**config.mk**
```make
export PLATFORM = sky130hd
export DESIGN_NAME = ne_hd_frame_packer
export DESIGN_NICKNAME = d
export VERILOG_FILES = /design/src/rtl/ne_hd_frame_packer_pkg.sv /design/src/rtl/ne_sync_fifo.sv /design/src/rtl/ne_hd_frame_packer.sv
export SDC_FILE = /design/constraint.sdc
export NUM_CORES = 1
export LEC_CHECK = 0
export BUFFER_PORTS_ARGS = -buffer_cell sky130_fd_sc_hd__buf_2
export CAP_MARGIN = 20
export CELL_PAD_IN_SITES_DETAIL_PLACEMENT = 1
export CELL_PAD_IN_SITES_GLOBAL_PLACEMENT = 1
export CORE_UTILIZATION = 45
export DETAILED_ROUTE_END_ITERATION = 8
export HOLD_SLACK_MARGIN = 0.1
export PLACE_DENSITY = 0.68
export SLEW_MARGIN = 20
export SYNTH_ARGS = -nofsm -noshare
export SYNTH_HDL_FRONTEND = slang
export SYNTH_SLANG_ARGS = --single-unit
export TNS_END_PERCENT = 10
```
**constraint.sdc**
```tcl
create_clock -name outclk -period 6 [get_ports outclk]
set_clock_uncertainty 0.15 [all_clocks]
set_input_delay 0.6 -clock outclk [delete_from_list [all_inputs] [get_ports outclk]]
set_output_delay 0.6 -clock outclk [all_outputs]
set_load 0.1 [all_outputs]
```
**src/rtl/ne_hd_frame_packer_pkg.sv**
```systemverilog
// Shared NE decoder constants: hard-decision word geometry derived from the
// lifting size and the number of information block columns, plus the
// output-stage state encoding used by the frame packer.
package ne_hd_frame_packer_pkg;

  localparam int NE_Z       = 511;
  localparam int NE_KB      = 14;
  localparam int NE_HDWIDTH = 32;
  localparam int NE_MSGBITS = NE_KB * NE_Z;

  // Words needed to carry one decoded message, and the valid bits left in
  // the final word (7154 bits -> 224 words, 18 bits in the last one).
  localparam int NE_WORDSPERFRAME = (NE_MSGBITS + NE_HDWIDTH - 1) / NE_HDWIDTH;
  localparam int NE_LASTBITS      = NE_MSGBITS - (NE_WORDSPERFRAME - 1) * NE_HDWIDTH;

  typedef enum logic {
    OUT_EMPTY = 1'b0,
    OUT_HOLD  = 1'b1
  } out_state_t;

endpackage

```
**src/rtl/ne_sync_fifo.sv**
```systemverilog
// Single-clock FIFO with extra-MSB pointers. Read data is presented straight
// from the memory array; the consumer registers it, so a pop and the capture
// of the popped word happen on the same edge.
module ne_sync_fifo #(
  parameter int WIDTH = 33,
  parameter int DEPTH = 32,
  parameter int AW    = 5
) (
  input  logic             clk,
  input  logic             rst_n,
  input  logic             wr_en,
  input  logic [WIDTH-1:0] wr_data,
  input  logic             rd_en,
  output logic [WIDTH-1:0] rd_data,
  output logic             full,
  output logic             empty,
  output logic [AW:0]      level
);

  logic [WIDTH-1:0] mem [DEPTH];
  logic [AW:0]      wr_ptr_reg;
  logic [AW:0]      rd_ptr_reg;
  logic             do_write;
  logic             do_read;

  assign empty = (wr_ptr_reg == rd_ptr_reg);
  assign full  = (wr_ptr_reg[AW] != rd_ptr_reg[AW]) &&
                 (wr_ptr_reg[AW-1:0] == rd_ptr_reg[AW-1:0]);
  assign level = wr_ptr_reg - rd_ptr_reg;

  // A write while full is legal only when a read frees the slot on the same edge.
  assign do_write = wr_en && (!full || rd_en);
  assign do_read  = rd_en && !empty;

  assign rd_data = mem[rd_ptr_reg[AW-1:0]];

  // Storage array; left unreset so it maps onto RAM.
  always_ff @(posedge clk) begin
    if (do_write) begin
      mem[wr_ptr_reg[AW-1:0]] <= wr_data;
    end
  end

  // Pointer updates; wrap at DEPTH falls out of the binary width.
  always_ff @(posedge clk or negedge rst_n) begin
    if (!rst_n) begin
      wr_ptr_reg <= '0;
      rd_ptr_reg <= '0;
    end else begin
      if (do_write) wr_ptr_reg <= wr_ptr_reg + 1'b1;
      if (do_read)  rd_ptr_reg <= rd_ptr_reg + 1'b1;
    end
  end

endmodule

```
**src/rtl/ne_hd_frame_packer.sv**
```systemverilog
// Tags decoder hard-decision words with their message position, buffers them
// and re-emits them on a valid/ready stream with end-of-frame and bit-count
// sideband. The input side has no backpressure, so overflows drop words but
// the position counter keeps running to preserve frame alignment.
module ne_hd_frame_packer
  import ne_hd_frame_packer_pkg::*;
#(
  parameter int HDWIDTH       = NE_HDWIDTH,
  parameter int FIFODEPTH     = 32,
  parameter int ADDRESSWIDTH  = 5,
  parameter int WORDSPERFRAME = NE_WORDSPERFRAME,
  parameter int LASTBITS      = NE_LASTBITS,
  parameter int FCNTWIDTH     = 16
) (
  input  logic                    outclk,
  input  logic                    rst,
  input  logic                    datavalid,
  input  logic [HDWIDTH-1:0]      HD_out,
  input  logic                    m_ready,
  output logic                    m_valid,
  output logic [HDWIDTH-1:0]      m_data,
  output logic                    m_last,
  output logic [5:0]              m_nbits,
  output logic [FCNTWIDTH-1:0]    frame_count,
  output logic                    overflow,
  output logic [ADDRESSWIDTH:0]   fifo_level
);

  localparam int CNTW = ($clog2(WORDSPERFRAME) > 0) ? $clog2(WORDSPERFRAME) : 1;
  localparam logic [CNTW-1:0] LAST_IDX    = CNTW'(WORDSPERFRAME - 1);
  localparam logic [5:0]      NBITS_FULL  = 6'(HDWIDTH);
  localparam logic [5:0]      NBITS_LAST  = 6'(LASTBITS);

  logic [CNTW-1:0]      in_cnt_reg;
  logic                 last_tag;
  logic                 fifo_wr_en;
  logic                 fifo_rd_en;
  logic                 fifo_full;
  logic                 fifo_empty;
  logic [HDWIDTH:0]     fifo_wdata;
  logic [HDWIDTH:0]     fifo_rdata;
  out_state_t           state_reg;
  out_state_t           state_next;
  logic                 load;
  logic                 handshake;
  logic                 drop;
  logic [HDWIDTH-1:0]   data_reg;
  logic                 last_reg;
  logic [5:0]           nbits_reg;
  logic [FCNTWIDTH-1:0] frame_cnt_reg;
  logic                 overflow_reg;

  assign last_tag   = (in_cnt_reg == LAST_IDX);
  assign fifo_wdata = {last_tag, HD_out};

  assign m_valid   = (state_reg == OUT_HOLD);
  assign handshake = m_valid && m_ready;

  // The output stage only pulls from the FIFO when it is empty or being drained.
  assign fifo_rd_en = load;
  assign fifo_wr_en = datavalid && (!fifo_full || load);
  assign drop       = datavalid && fifo_full && !load;

  ne_sync_fifo #(
    .WIDTH (HDWIDTH + 1),
    .DEPTH (FIFODEPTH),
    .AW    (ADDRESSWIDTH)
  ) u_fifo (
    .clk     (outclk),
    .rst_n   (rst),
    .wr_en   (fifo_wr_en),
    .wr_data (fifo_wdata),
    .rd_en   (fifo_rd_en),
    .rd_data (fifo_rdata),
    .full    (fifo_full),
    .empty   (fifo_empty),
    .level   (fifo_level)
  );

  // Message position counter; advances on every input word, kept or dropped.
  always_ff @(posedge outclk or negedge rst) begin
    if (!rst) begin
      in_cnt_reg <= '0;
    end else if (datavalid) begin
      in_cnt_reg <= last_tag ? '0 : in_cnt_reg + 1'b1;
    end
  end

  // Output-stage next state and FIFO load decision.
  always_comb begin
    state_next = state_reg;
    load       = 1'b0;
    case (state_reg)
      OUT_EMPTY: begin
        if (!fifo_empty) begin
          load       = 1'b1;
          state_next = OUT_HOLD;
        end
      end
      OUT_HOLD: begin
        if (m_ready) begin
          if (!fifo_empty) begin
            load = 1'b1;
          end else begin
            state_next = OUT_EMPTY;
          end
        end
      end
      default: state_next = OUT_EMPTY;
    endcase
  end

  // Output-stage state register.
  always_ff @(posedge outclk or negedge rst) begin
    if (!rst) begin
      state_reg <= OUT_EMPTY;
    end else begin
      state_reg <= state_next;
    end
  end

  // Output word registers; only change on a load so they hold during stalls.
  always_ff @(posedge outclk or negedge rst) begin
    if (!rst) begin
      data_reg  <= '0;
      last_reg  <= 1'b0;
      nbits_reg <= NBITS_FULL;
    end else if (load) begin
      data_reg  <= fifo_rdata[HDWIDTH-1:0];
      last_reg  <= fifo_rdata[HDWIDTH];
      nbits_reg <= fifo_rdata[HDWIDTH] ? NBITS_LAST : NBITS_FULL;
    end
  end

  // Completed-frame counter, bumped when the tagged last word is accepted.
  always_ff @(posedge outclk or negedge rst) begin
    if (!rst) begin
      frame_cnt_reg <= '0;
    end else if (handshake && last_reg) begin
      frame_cnt_reg <= frame_cnt_reg + 1'b1;
    end
  end

  // Sticky drop indicator.
  always_ff @(posedge outclk or negedge rst) begin
    if (!rst) begin
      overflow_reg <= 1'b0;
    end else if (drop) begin
      overflow_reg <= 1'b1;
    end
  end

  assign m_data      = data_reg;
  assign m_last      = last_reg;
  assign m_nbits     = nbits_reg;
  assign frame_count = frame_cnt_reg;
  assign overflow    = overflow_reg;

endmodule

```
Word-level counts from Yosys, hierarchy flattened
Memories as Yosys holds them, arrays and structs flattened.
Index checks and enable logic that the tools add are counted.
Word-level totals
  register bits after elaboration: 77
  bits in latches: 0
  memory bits (writable): 1056
  ROM bits: 0
  input port bits: 36
  output and inout bits: 63
  logic and storage cells: 41
  memories: 1
Cells by class
  add/sub/neg operators: 5
  $mul: 0
  divide/modulo/power cells: 0
  magnitude comparators: 0
  eq/ne operators: 4
  shift-type cells: 0
  muxes and demuxes: 9
  bitwise logic cells: 1
  reductions and logical operators: 12
Memories
  u_fifo.mem: depth 32, width 33, rd ports 1, clocked after Yosys merged registers in 0, wr ports 1, RTL line ne_sync_fifo.sv:20  | logic [WIDTH-1:0] mem [DEPTH];
Operator list (count)
  adder 16 x 1 -> 16 bit, second input constant: 1
  adder 6 x 1 -> 6 bit, second input constant: 2
  adder 8 x 1 -> 8 bit, second input constant: 1
  equality test 8 bit, second input constant: 1
  logical AND 1 bit: 8
  two-way mux 8 bit: 1
  equality test 6 bit: 1
  two-way mux 6 bit: 1
  subtractor 6 bit: 1
  equality test 5 bit: 1
  two-way mux 1 bit: 5
  one-hot mux 1 bit (2 select lines): 2
  zero test 1 bit: 3
  logical OR 1 bit: 1
  != test 1 bit: 1
  NOT 1 bit: 1

Logic depth before layout (Yosys ltp)
  word-level depth: 9
  depth in mapped cells: 11
  gate-level depth less buffers: 8

Cells and area by module
Synthesis repeated with hierarchy kept, for this count alone.
Second synthesis, totals
  cell total of the unflattened synthesis: 2114
  area, all modules: 43327.8 µm²
By module, submodules not included
  ne_sync_fifo: instances 1, cells each 1858, area an instance 40822.9 µm², seq. area each 32010.7 µm²
  ne_hd_frame_packer: instances 1, cells each 256, area an instance 2504.9 µm², seq. area each 1502.7 µm²

Least setup slack after synthesis
OpenSTA, ideal clock, no wires.
  path type: register to register
  start: reg u_fifo.rd_ptr_reg[4]
  end: mem u_fifo.mem[31][0], enable pin
  library setup time: 0.423 ns
  arrival: 3.900 ns
  required time: 5.427 ns
  path slack: 1.527 ns
  cell stages (with the launch flop): 12
  path buffers: 4
  period minus slack after synthesis: 4.473 ns
  cell sequence: dfrtp_1 > clkbuf_1 > buf_1 > inv_1 > ha_1 > and4_1 > nand2_1 > o31a_1 > clkbuf_1 > nand2_1 > buf_2 > nor2_1
On the way
  word-level cells in the longest chain between the ends: 9
  elaborated cells on any way between the ends: 12
  those cells by class: 2 x eq/ne; 5 x mux; 5 x reduce/logical
Ends and longest elaborated chain
  start, declared: RTL line ne_sync_fifo.sv:22  | logic [AW:0] rd_ptr_reg;
  start signal, assigned: RTL line ne_sync_fifo.sv:51  | if (do_read) rd_ptr_reg <= rd_ptr_reg + 1'b1;
  equality test 6 bit: RTL line ne_sync_fifo.sv:26  | assign empty = (wr_ptr_reg == rd_ptr_reg);
  two-way mux 1 bit: RTL line ne_hd_frame_packer.sv:95, ne_hd_frame_packer.sv:102
  two-way mux 1 bit: RTL line ne_hd_frame_packer.sv:101  | if (m_ready) begin
  one-hot mux 1 bit (2 select lines): RTL line ne_hd_frame_packer.sv:93  | case (state_reg)
  logical OR 1 bit *: RTL line ne_sync_fifo.sv:32, ne_hd_frame_packer.sv:61
  logical AND 1 bit: RTL line ne_hd_frame_packer.sv:61  | assign fifo_wr_en = datavalid && (!fifo_full || load);
  logical AND 1 bit *: RTL line ne_sync_fifo.sv:32  | assign do_write = wr_en && (!full || rd_en);
  two-way mux 1 bit *: RTL line ne_sync_fifo.sv:39  | if (do_write) begin
  two-way mux 1 bit (not written as such) *: RTL line ne_sync_fifo.sv:40  | mem[wr_ptr_reg[AW-1:0]] <= wr_data;
  end, declared: RTL line ne_sync_fifo.sv:20
Every way passes the cells marked *; elsewhere a longest branch is shown, timed or not.

Final worst setup path
  start: reg u_fifo.rd_ptr_reg[3]
  end: mem u_fifo.mem[27][10], enable pin
Same word-level chain as after synthesis.

==> reports/results.txt <==
For the static leakage power, the log shows 16.2 nW. The global-route usage over all layers is 23.9%. The starting DRC count in detailed routing was 2349. For the worst setup path, the data required time is 6.22 ns.

For the number of global-route vias before repair, the log shows 23300. The period utilization was 70.9%. The wire length of the first global-routing pass is 167000 um, and the post-detailed-routing wire length is 116000 um. Cell accounting for the most synthesized area: sky130_fd_sc_hd__edfxtp_1.

The detail-routed net length per standard cell works out to 31.2 um. In the final layout, flip-flops and latches occupy 0.0335 mm^2. The run gives 0.0982 mm^2 as the overall die area. The clock tree synthesis step divided the H-tree into 3 levels. The core box area is 0.0956 mm^2. CTS placed an instance of sky130_fd_sc_hd__clkbuf_16 at the clock tree root. The I/O pin count came out at 99. Sorting the synthesized cells by area gives the leading types as sky130_fd_sc_hd__edfxtp_1 (73%), sky130_fd_sc_hd__mux4_2 (8.3%), sky130_fd_sc_hd__dfrtp_1 (4.1%), sky130_fd_sc_hd__mux2i_1 (3.0%), sky130_fd_sc_hd__a211oi_1 (1.1%). Detailed routing inserted a total of 22200 vias.

The most frequent standard cell in the layout excluding fill and tap cells is sky130_fd_sc_hd__edfxtp_1. TritonCTS built the clock tree. The number of buffers inserted by hold repair at cts came out at 1. The type of the worst setup path was reg2reg. The worst-case IR drop observed on VDD is 0.559 mV. After detailed placement, the total cell area comes to 0.0457 mm^2. Kind of end point of the critical path: a register. The flip-flop count of the largest register after layout came out at 1056.

The flow ran to the end, and the final reports show no timing, DRC or antenna violations. The final critical path time including I/O delays and setup is 4.26 ns. Setup repair after global routing left no endpoint under its margin.

In the synthesized netlist the async set-or-reset flop fraction comes to 6.38%. The pre-antenna-repair detailed-routing pass consisted of 5 iterations. Startpoint type of the worst setup path: a register. The setup slack at placement is 1.75 ns, and the peak fanout along the critical path is 22. Of the synthesized area, sequential elements account for 76.8%. The final-report max-slew violation count is 0, and the fraction of post-synthesis cell area in the top cell type by area is 72.7%.

The transition at the pin with the smallest max-transition slack was 1.06 ns; the pin count of the biggest net entering global routing was 115. The detail-routed via count per cell is 5.99. The area growth from synthesis to layout came out at 13.7%. The mapped netlist covers 0.0436 mm^2. From left edge to right edge, the die measures 313 um. The final setup violation count is 0. In this run the deepest clock path goes through 3 buffers. Once layout is done, the placed cells without fillers occupy 0.0496 mm^2.

STA puts the critical path data arrival time at 4.48 ns. The tool flagged a number of max-cap violations equal to 0. Cells with a size suffix above 1 make up 23.8% of the layout. At the end of the flow, the number of nets in the layout was 2396. Routability-driven placement finished with a final weighted congestion of 0.835. The multi-input combinational cells in the finished layout cover a total of 0.00959 mm^2.

Once detail routing completed, the nets flagged for antenna violations numbered 0. For this design the ratio of total power to cell area is 507 mW/mm^2. After routing, the total negative slack on setup checks comes to 0 ns. Synthesis produced 2206 cells. Buffers added to address setup during post-CTS repair amount to 0. The die is 313 um tall. The tools report the starting utilization of the core area as 45.6%.

A synthesized cell averages 19.8 um^2. The wire-length estimate of the detail-placed layout is 70000 um. The Yosys step of the flow raised 0 warnings.

Counting flops with a built-in enable in the synthesized netlist gives 1056. The netlist uses 51 different library cells. For this run, design rule violations remaining after detail routing come to 0.

The floorplan has 113 rows. In the synthesized netlist the dominant register cell turns out to be sky130_fd_sc_hd__edfxtp_1. The clock net in this run drives a total of 1128 sinks. The top cell types in the final layout, fill and taps aside, are sky130_fd_sc_hd__edfxtp_1 (1056), sky130_fd_sc_hd__mux4_2 (161), sky130_fd_sc_hd__mux2i_1 (131). The TritonCTS buffer count is 115, and the fill cell instance count of the final layout is 8603. Static timing analysis puts the maximum clock frequency at 235 MHz.

After clock tree synthesis, the clock-pin slew on the worst setup and hold paths is 0.06 ns. The initial antenna violation count was 3. Register bit total from synthesis: 1128. Post-CTS repair changed the size of 0 cells. Number of hold violations in the final report: 0.

The clock reaches the later pin of the worst-skew pair after 0.70 ns. Across all setup checks in the final design, the least slack found is 1.74 ns. Class of the tightest hold or removal check: in2reg. Port buffering added 95 buffers. The tools report the tightest slew margin relative to the limit as 27.6%. The sum of internal, switching and leakage power is 25.1 mW, and the residual overflow from global routing is 0.
-- critical path, stage by stage, from the launching register on --
cell                      delay (ns)
sky130_fd_sc_hd__dfrtp_4        0.61
sky130_fd_sc_hd__inv_2          0.18
sky130_fd_sc_hd__ha_1           0.39
sky130_fd_sc_hd__and4_1         0.19
sky130_fd_sc_hd__nand2_1        0.17
sky130_fd_sc_hd__o31a_1         0.39
sky130_fd_sc_hd__nand2_1        0.64
sky130_fd_sc_hd__nor2_4         0.81
sky130_fd_sc_hd__buf_4          0.39
-- layout make-up --
cell class | instances | share of cell area, %
tap | 1265 | 3.19
antenna | 1 | 0.00505
sequential | 1128 | 67.6
clock buffer | 146 | 6.20
timing repair buffer | 156 | 2.07
clock inverter | 73 | 1.50
inverter | 11 | 0.0833
multi-input combinational | 935 | 19.3
-- synth_stat cells (all sizes together) (5+ instances only) --
cell type / number
a2111oi: 32
mux4: 168
o21ai: 12
edfxtp: 1056
mux2i: 131
nor2b: 32
nor3: 33
xor2: 7
o22ai: 65
a21oi: 37
mux2: 33
xnor2: 26
nand4: 5
buf: 77
o31ai: 32
clkbuf: 57
nor2: 43
dfrtp: 71
inv: 11
and4: 5
a211oi: 64
nand3: 15
ha: 12
nand2: 124
o221ai: 32
-- power by group --
part | switching, mW | leakage [nW] | internal (mW)
Clock | 2.99 | 1.89 | 4.22
Combinational | 5.78 | 3.86 | 2.49
Sequential | 0.399 | 10.4 | 9.25
Total | 9.17 | 16.2 | 16.0
-- kinds of logic (layout without fill, tap and decap cells) --
kind of cell             count (synthesis)  in the layout  synth area share, %
XOR/XNOR                                33             33                0.663
adder cells (fa/ha/maj)                 13             13                0.390
AO/OA/AOI/OAI                          282            282                 4.75
multiplexers                           332            332                 12.6
buffers and inverters                  145            386                 1.92
AND/OR/NAND/NOR                        272            272                 2.86
flip-flops                            1128           1128                 76.8
other                                    1              4              0.00860
-- path summary, 6_finish.rpt --
path | end | depth (start not counted) | startpoint | slack, ns
setup / recovery | u_fifo.mem[27][10] | 8 | u_fifo.rd_ptr_reg[3] | 1.74
hold / removal | in_cnt_reg[3] | 3 | datavalid | 0.17
min in group asynchronous | frame_count[4] | 2 | rst | 0.21
max in group asynchronous | u_fifo.rd_ptr_reg[4] | 3 | rst | 4.18
hold reg to reg | frame_count[15] | 1 | frame_count[15] | 0.32
setup reg to reg | u_fifo.mem[27][10] | 8 | u_fifo.rd_ptr_reg[3] | 1.74
-- metal layers --
layer  GRT usage (%)  up-vias  share of wire [%]
met2            37.7      813                 47
met3            4.57      169                7.0
met4            8.26        6                3.1
met1            33.5    11900                 42
li1                -     9347                  -
met5               0        -              0.032
-- through the flow --
| stage | utilization, % | hold slack, ns | cells |
|---|---|---|---|
| 6_report | 51.9 | 0.170 | 3715 |
| 3_5_place_dp | 47.8 | 0.310 | 3492 |
| 4_1_cts | 51.8 | 0.129 | 3712 |
| 2_1_floorplan | - | 0.154 | 2208 |
| 5_1_grt | 51.9 | 0.159 | 3714 |
| 3_3_place_gp | 47.8 | 0.299 | 3490 |
Power figures use the tool's default switching activity.
